**config.mk**
```make
export PLATFORM = sky130hd
export DESIGN_NAME = processing_unit_node
export DESIGN_NICKNAME = d
export VERILOG_FILES = /design/src/rtl/processing_unit_node_pkg.sv /design/src/rtl/processing_unit_node_min_root_select.sv /design/src/rtl/processing_unit_node.sv
export SDC_FILE = /design/constraint.sdc
export NUM_CORES = 1
export LEC_CHECK = 0
export ABC_AREA = 1
export BUFFER_PORTS_ARGS = -buffer_cell sky130_fd_sc_hd__buf_4
export CELL_PAD_IN_SITES_DETAIL_PLACEMENT = 1
export CELL_PAD_IN_SITES_GLOBAL_PLACEMENT = 2
export CORE_MARGIN = 5
export CORE_UTILIZATION = 30
export CTS_CLUSTER_DIAMETER = 30
export DETAILED_ROUTE_END_ITERATION = 6
export GPL_TIMING_DRIVEN = 0
export PLACE_DENSITY = 0.85
export SLEW_MARGIN = 20
export SYNTH_ARGS = -nofsm -noshare
export SYNTH_HDL_FRONTEND = slang
export SYNTH_SLANG_ARGS = --single-unit
```
**constraint.sdc**
```tcl
create_clock -name clk -period 3.05 [get_ports clk]
set_input_delay 0.61 -clock clk [delete_from_list [all_inputs] [get_ports clk]]
set_output_delay 0.61 -clock clk [all_outputs]
set_load 0.03 [all_outputs]
```
**src/rtl/processing_unit_node_pkg.sv**
```systemverilog
// Shared decoder constants: stage codes used by the vertex nodes and the link channels.
package processing_unit_node_pkg;

   localparam int STAGE_WIDTH = 3;

   localparam logic [STAGE_WIDTH-1:0] STAGE_IDLE                = 3'd0;
   localparam logic [STAGE_WIDTH-1:0] STAGE_MEASUREMENT_LOADING = 3'd1;
   localparam logic [STAGE_WIDTH-1:0] STAGE_GROW                = 3'd2;
   localparam logic [STAGE_WIDTH-1:0] STAGE_MERGE               = 3'd3;

   // True on the first cycle the controller presents `target` after presenting something else.
   function automatic logic stage_entered(input logic [STAGE_WIDTH-1:0] cur,
                                          input logic [STAGE_WIDTH-1:0] prev,
                                          input logic [STAGE_WIDTH-1:0] target);
      return (cur == target) && (prev != target);
   endfunction

endpackage

```
**src/rtl/processing_unit_node_min_root_select.sv**
```systemverilog
// Combinational log-depth minimum finder over the masked neighbour roots; ties go to the lowest index.
module min_root_select #(
   parameter int ADDRESS_WIDTH  = 6,
   parameter int NEIGHBOR_COUNT = 6
) (
   input  logic [NEIGHBOR_COUNT-1:0]               candidate,
   input  logic [NEIGHBOR_COUNT*ADDRESS_WIDTH-1:0] roots,
   output logic [ADDRESS_WIDTH-1:0]                min_root,
   output logic [NEIGHBOR_COUNT-1:0]               min_index,
   output logic                                    valid
);

   localparam int LVL = (NEIGHBOR_COUNT > 1) ? $clog2(NEIGHBOR_COUNT) : 0;
   localparam int PAD = 1 << LVL;

   logic [ADDRESS_WIDTH-1:0]  lvl_root [LVL+1][PAD];
   logic [NEIGHBOR_COUNT-1:0] lvl_idx  [LVL+1][PAD];
   logic                      lvl_vld  [LVL+1][PAD];
   logic                      take_left;

   always_comb begin
      take_left = 1'b0;
      for (int l = 0; l <= LVL; l++) begin
         for (int p = 0; p < PAD; p++) begin
            lvl_root[l][p] = '0;
            lvl_idx[l][p]  = '0;
            lvl_vld[l][p]  = 1'b0;
         end
      end
      for (int p = 0; p < NEIGHBOR_COUNT; p++) begin
         lvl_root[0][p]    = roots[p*ADDRESS_WIDTH +: ADDRESS_WIDTH];
         lvl_idx[0][p][p]  = 1'b1;
         lvl_vld[0][p]     = candidate[p];
      end
      // The left operand always holds the lower indices, so preferring it on equality breaks ties low.
      for (int l = 0; l < LVL; l++) begin
         for (int p = 0; p < (PAD >> (l + 1)); p++) begin
            take_left = lvl_vld[l][2*p] &&
                        (!lvl_vld[l][2*p+1] || (lvl_root[l][2*p] <= lvl_root[l][2*p+1]));
            lvl_root[l+1][p] = take_left ? lvl_root[l][2*p] : lvl_root[l][2*p+1];
            lvl_idx[l+1][p]  = take_left ? lvl_idx[l][2*p]  : lvl_idx[l][2*p+1];
            lvl_vld[l+1][p]  = lvl_vld[l][2*p] | lvl_vld[l][2*p+1];
         end
      end
   end

   assign min_root  = lvl_root[LVL][0];
   assign min_index = lvl_vld[LVL][0] ? lvl_idx[LVL][0] : '0;
   assign valid     = lvl_vld[LVL][0];

endmodule

```
**src/rtl/processing_unit_node.sv**
```systemverilog
// Union-find vertex node: loads a syndrome bit, pulses growth once per GROW entry, adopts the minimum
// root over fully grown links during MERGE. Optional boundary tracking is enabled by PU_BOUNDARY_EN.
module processing_unit_node
   import processing_unit_node_pkg::*;
#(
   parameter int ADDRESS        = 0,
   parameter int ADDRESS_WIDTH  = 6,
   parameter int NEIGHBOR_COUNT = 6
) (
   input  logic                                    clk,
   input  logic                                    reset_n,
   input  logic [STAGE_WIDTH-1:0]                  global_stage,
   input  logic                                    measurement_in,
   input  logic [NEIGHBOR_COUNT-1:0]               fully_grown,
   input  logic [NEIGHBOR_COUNT-1:0]               is_boundary,
   input  logic [NEIGHBOR_COUNT*ADDRESS_WIDTH-1:0] neighbor_root_in,
   output logic [ADDRESS_WIDTH-1:0]                root,
   output logic [NEIGHBOR_COUNT-1:0]               parent_vector,
   output logic                                    increase,
   output logic                                    odd,
   output logic                                    touching_boundary,
   output logic                                    busy
);

   localparam logic [ADDRESS_WIDTH-1:0] ROOT_INIT = ADDRESS_WIDTH'(ADDRESS);

   logic [ADDRESS_WIDTH-1:0]  root_q,   root_d;
   logic [NEIGHBOR_COUNT-1:0] parent_q, parent_d;
   logic                      odd_q,    odd_d;
   logic                      touch_q,  touch_d;
   logic                      busy_q,   busy_d;
   logic                      incr_q,   incr_d;
   logic [STAGE_WIDTH-1:0]    stage_q;

   logic [ADDRESS_WIDTH-1:0]  min_root;
   logic [NEIGHBOR_COUNT-1:0] min_index;
   logic                      min_valid;
   logic                      grow_entry;

   min_root_select #(
      .ADDRESS_WIDTH  (ADDRESS_WIDTH),
      .NEIGHBOR_COUNT (NEIGHBOR_COUNT)
   ) u_min_root_select (
      .candidate (fully_grown),
      .roots     (neighbor_root_in),
      .min_root  (min_root),
      .min_index (min_index),
      .valid     (min_valid)
   );

   assign grow_entry = stage_entered(global_stage, stage_q, STAGE_GROW);

`ifndef PU_BOUNDARY_EN
   logic unused_boundary;
   assign unused_boundary = ^is_boundary;
`endif

   always_comb begin
      root_d   = root_q;
      parent_d = parent_q;
      odd_d    = odd_q;
      touch_d  = touch_q;
      busy_d   = 1'b0;
      incr_d   = 1'b0;
      case (global_stage)
         STAGE_MEASUREMENT_LOADING: begin
            root_d   = ROOT_INIT;
            parent_d = '0;
            odd_d    = measurement_in;
            touch_d  = 1'b0;
         end
         // Links integrate `increase` every cycle, so it may only be high on the entry cycle.
         STAGE_GROW: incr_d = grow_entry & odd_q & ~touch_q;
         STAGE_MERGE: begin
            if (min_valid && (min_root < root_q)) begin
               root_d   = min_root;
               parent_d = min_index;
               busy_d   = 1'b1;
            end
`ifdef PU_BOUNDARY_EN
            touch_d = touch_q | (|is_boundary);
`endif
         end
         default: ;
      endcase
`ifndef PU_BOUNDARY_EN
      touch_d = 1'b0;
`endif
   end

   always_ff @(posedge clk or negedge reset_n) begin
      if (!reset_n) begin
         root_q   <= ROOT_INIT;
         parent_q <= '0;
         odd_q    <= 1'b0;
         touch_q  <= 1'b0;
         busy_q   <= 1'b0;
         incr_q   <= 1'b0;
         stage_q  <= STAGE_IDLE;
      end else begin
         root_q   <= root_d;
         parent_q <= parent_d;
         odd_q    <= odd_d;
         touch_q  <= touch_d;
         busy_q   <= busy_d;
         incr_q   <= incr_d;
         stage_q  <= global_stage;
      end
   end

   assign root              = root_q;
   assign parent_vector     = parent_q;
   assign increase          = incr_q;
   assign odd               = odd_q;
   assign touching_boundary = touch_q;
   assign busy              = busy_q;

endmodule

```
==> impl_metrics.yaml <==
synthesis:
  ys_warn_count: 0
  synth_top_family_by_area: "simple AND/OR/NAND/NOR gates"
  synth_compound_area_share_pct: 14.1
  syn-cell-area_um2: 2230
  synthSimpleGateAreaFrac_pct: 32.9
  synthMuxAreaShare_pct: 0.505
  yosysSeqAreaShare_pct: 20.2
  syn_area_per_cell_um2: 7.08
  yosys.area_share.adder_pct: 19.6
  yosys.area.top_type_share_pct: 20.2
  synth-seq-cells: 18
  synth_nets: 404
  yosysUniqueCellTypes: 34
  synth.area.top_cells: "dfrtp_1, ha_1, nand2_1"
  synth_xor_area_share_pct: 0
  syn_inst: 315
  synth_top_cell_by_area: "dfrtp_1"
clock_tree:
  clock-sinks: 18
  max-clock-path-buffers: 2
  cts_max_level: 1
  cts.clk_slew.worst_paths_ns: 0.07
  cts_buffers: 3
  cts_tree: "done"
  clk-insertion-delay-late_ns: 0.26
  postCtsHoldBufs: 0
  cts-root-buf: "clkbuf_8"
flow_run:
  cap_violations: 0
routing:
  drt-wirelength-per-cell_um: 14.8
  ant_nets: 0
  drtIter0Drc: 42
  vias_per_cell: 4.70
  drc: 0
  vias: 2454
  drt_first_pass_iters: 4
  routed_wl_um: 7720
placed_design:
  dpl.hpwl_um: 5560
  port_buffers: 62
  gp_congestion: 0.764
  dp_cells: 476
  post-place-ws_ns: -2.77
layout:
  finalNonFillerCells: 522
  antenna_cells: 0
  most-common-layout-cells: "buf_4, nand2_1, inv_1"
  area_delta_synth_final_pct: 78.4
  nNetsFinal: 513
  drive_gt1_share_pct: 59.6
  n_fill_cell: 862
  layout_commonest_cell: "buf_4"
die:
  die_h_um: 96.2
  core_um2: 7250
  start_util_pct: 30.7
  dieArea_um2: 9260
  row_count: 31
  io_pins: 70
  die_w_um: 96.2
status:
  violations: "negative setup slack"
  status: "finished with violations"
critical_path:
  startpoint: "neighbor_root_in[9]"
  critPathBufInv: 11
  endpoint_kind: "register"
  crit_type: "in2reg"
  worstPathRequired_ns: 3.25
  r2r_slack_ns: 1.09
  critPathTopFamily: "simple AND/OR/NAND/NOR gates"
  cpMostUsedCell: "nand2_2"
  cp_slowest_stage_delay_ns: 0.41
  slowest_stage: "a2111oi_4"
  worst-endpoint-arrival_ns: 5.56
  crit_fanout: 7
  critPathLaunchType: "input pin"
  rr_startpoint: "root[5]"
sta:
  slew_violations: 0
  setup_viol: 13
  fmax_ghz: 0.186
  post-route-min-period_ns: 5.36
  grt_setup_unrepaired: "true"
  finalSetupTns_ns: -29.43
  timing.final.crit_share_pct: 176
  slew_headroom_pct: 65.9
  setup_ws_ns: -2.31
  worst_pin_slew_ns: 0.507
  finalHoldViolations: 0
  clock-skew-final_ns: 0.00241
  worst_hold_slack_ns: 0.206
global_route:
  overflow: 0
  antenna_found_initial: 0
  grt_max_degree: 19
  grt_pass1_wl_um: 11900
  grt_pass1_vias: 2648
  grt.total_usage_pct: 16.1
power_and_ir_drop:
  peakVddDrop_mv: 0.193
  p_total_mw: 1.98
  total_leakage_power_nw: 2.06
  cellPowerDensity_nw_per_um2: 499
worst_hold_path:
  hold_class: "in2async"
==> path summary, 6_finish.rpt <==
path                                    endpoint  cells past startpoint
worst max-delay path            parent_vector[1]                     43
worst min-delay path                     root[5]                      1
worst max register to register  parent_vector[1]                     10
worst min register to register          increase                      2
max in group asynchronous       parent_vector[1]                      1
min in group clk                      stage_q[2]                      1
==> routing by layer <==
metal	GRT usage [%]	share of wire, %
met5	0	0
met4	3.91	1.4
met3	0.704	3.0
met2	31.6	56
met1	18.8	39
==> kinds of logic after synthesis <==
group / after synthesis
AND/OR/NAND/NOR: 152
other: 1
AO/OA/AOI/OAI: 44
flip-flops: 18
multiplexers: 1
adder cells (fa/ha/maj): 35
buffers and inverters: 64
==> final cells by class <==
cell class | instances | area [um^2] | share of cell area, %
inverters | 57 | 264 | 6.64
clock buffers | 4 | 55.1 | 1.38
flip-flops and latches | 18 | 450 | 11.3
well taps | 99 | 124 | 3.11
plain buffers | 7 | 90.1 | 2.26
repair buffers | 104 | 882 | 22.2
multi-input cells | 233 | 2110 | 53.1
==> where the power goes <==
| group | switching (mW) | internal, mW | total (mW) |
|---|---|---|---|
| Combinational | 0.774 | 0.679 | 1.45 |
| Clock | 0.0860 | 0.115 | 0.201 |
| Sequential | 0.0442 | 0.285 | 0.330 |
==> worst reg2reg max path: cells and delay by family, from the launching register on <==
family,cells,cell delay [ns]
AO/OA/AOI/OAI,1,0.41
adder cells (fa/ha/maj),1,0.23
buffers and inverters,2,0.29
flip-flops,1,0.42
AND/OR/NAND/NOR,6,0.55
==> repair_timing <==
item | in CTS | in global routing
pin swaps | 46 | 43
setup buffers | 31 | 10
endpoints found under the setup margin | 13 | 13
hold endpoints to repair | 0 | 0
resized for setup | 62 | 52
gates cloned | 2 | 0
==> per-stage QoR <==
stage	instance area (um^2)	utilization (%)
after detailed placement	3050	42.1
after CTS	3670	50.6
after global routing	3980	54.8
after floorplan	2460	-
after global placement	3050	42.1
final	3980	54.8
==> state kept, by name, indices dropped and copies added, names as in the netlist <==
register	cells
parent_vector	6
busy	1
root	6
stage_q	3
increase	1
odd	1
==> cells in the mapped netlist (all sizes together) <==
| cell | n |
|---|---|
| nor2 | 13 |
| conb | 1 |
| dfrtp | 18 |
| or2 | 1 |
| ha | 35 |
| o21bai | 4 |
| nand2 | 102 |
| nor3b | 1 |
| o21ai | 21 |
| a21oi | 9 |
| mux2 | 1 |
| a31oi | 1 |
| nand4 | 3 |
| a22oi | 5 |
| a21boi | 3 |
| nand3 | 28 |
| nor4 | 2 |
| inv | 57 |
| nor3 | 2 |
| a2111oi | 1 |
| buf | 7 |
No activity file was read; power rests on OpenSTA's default activity.
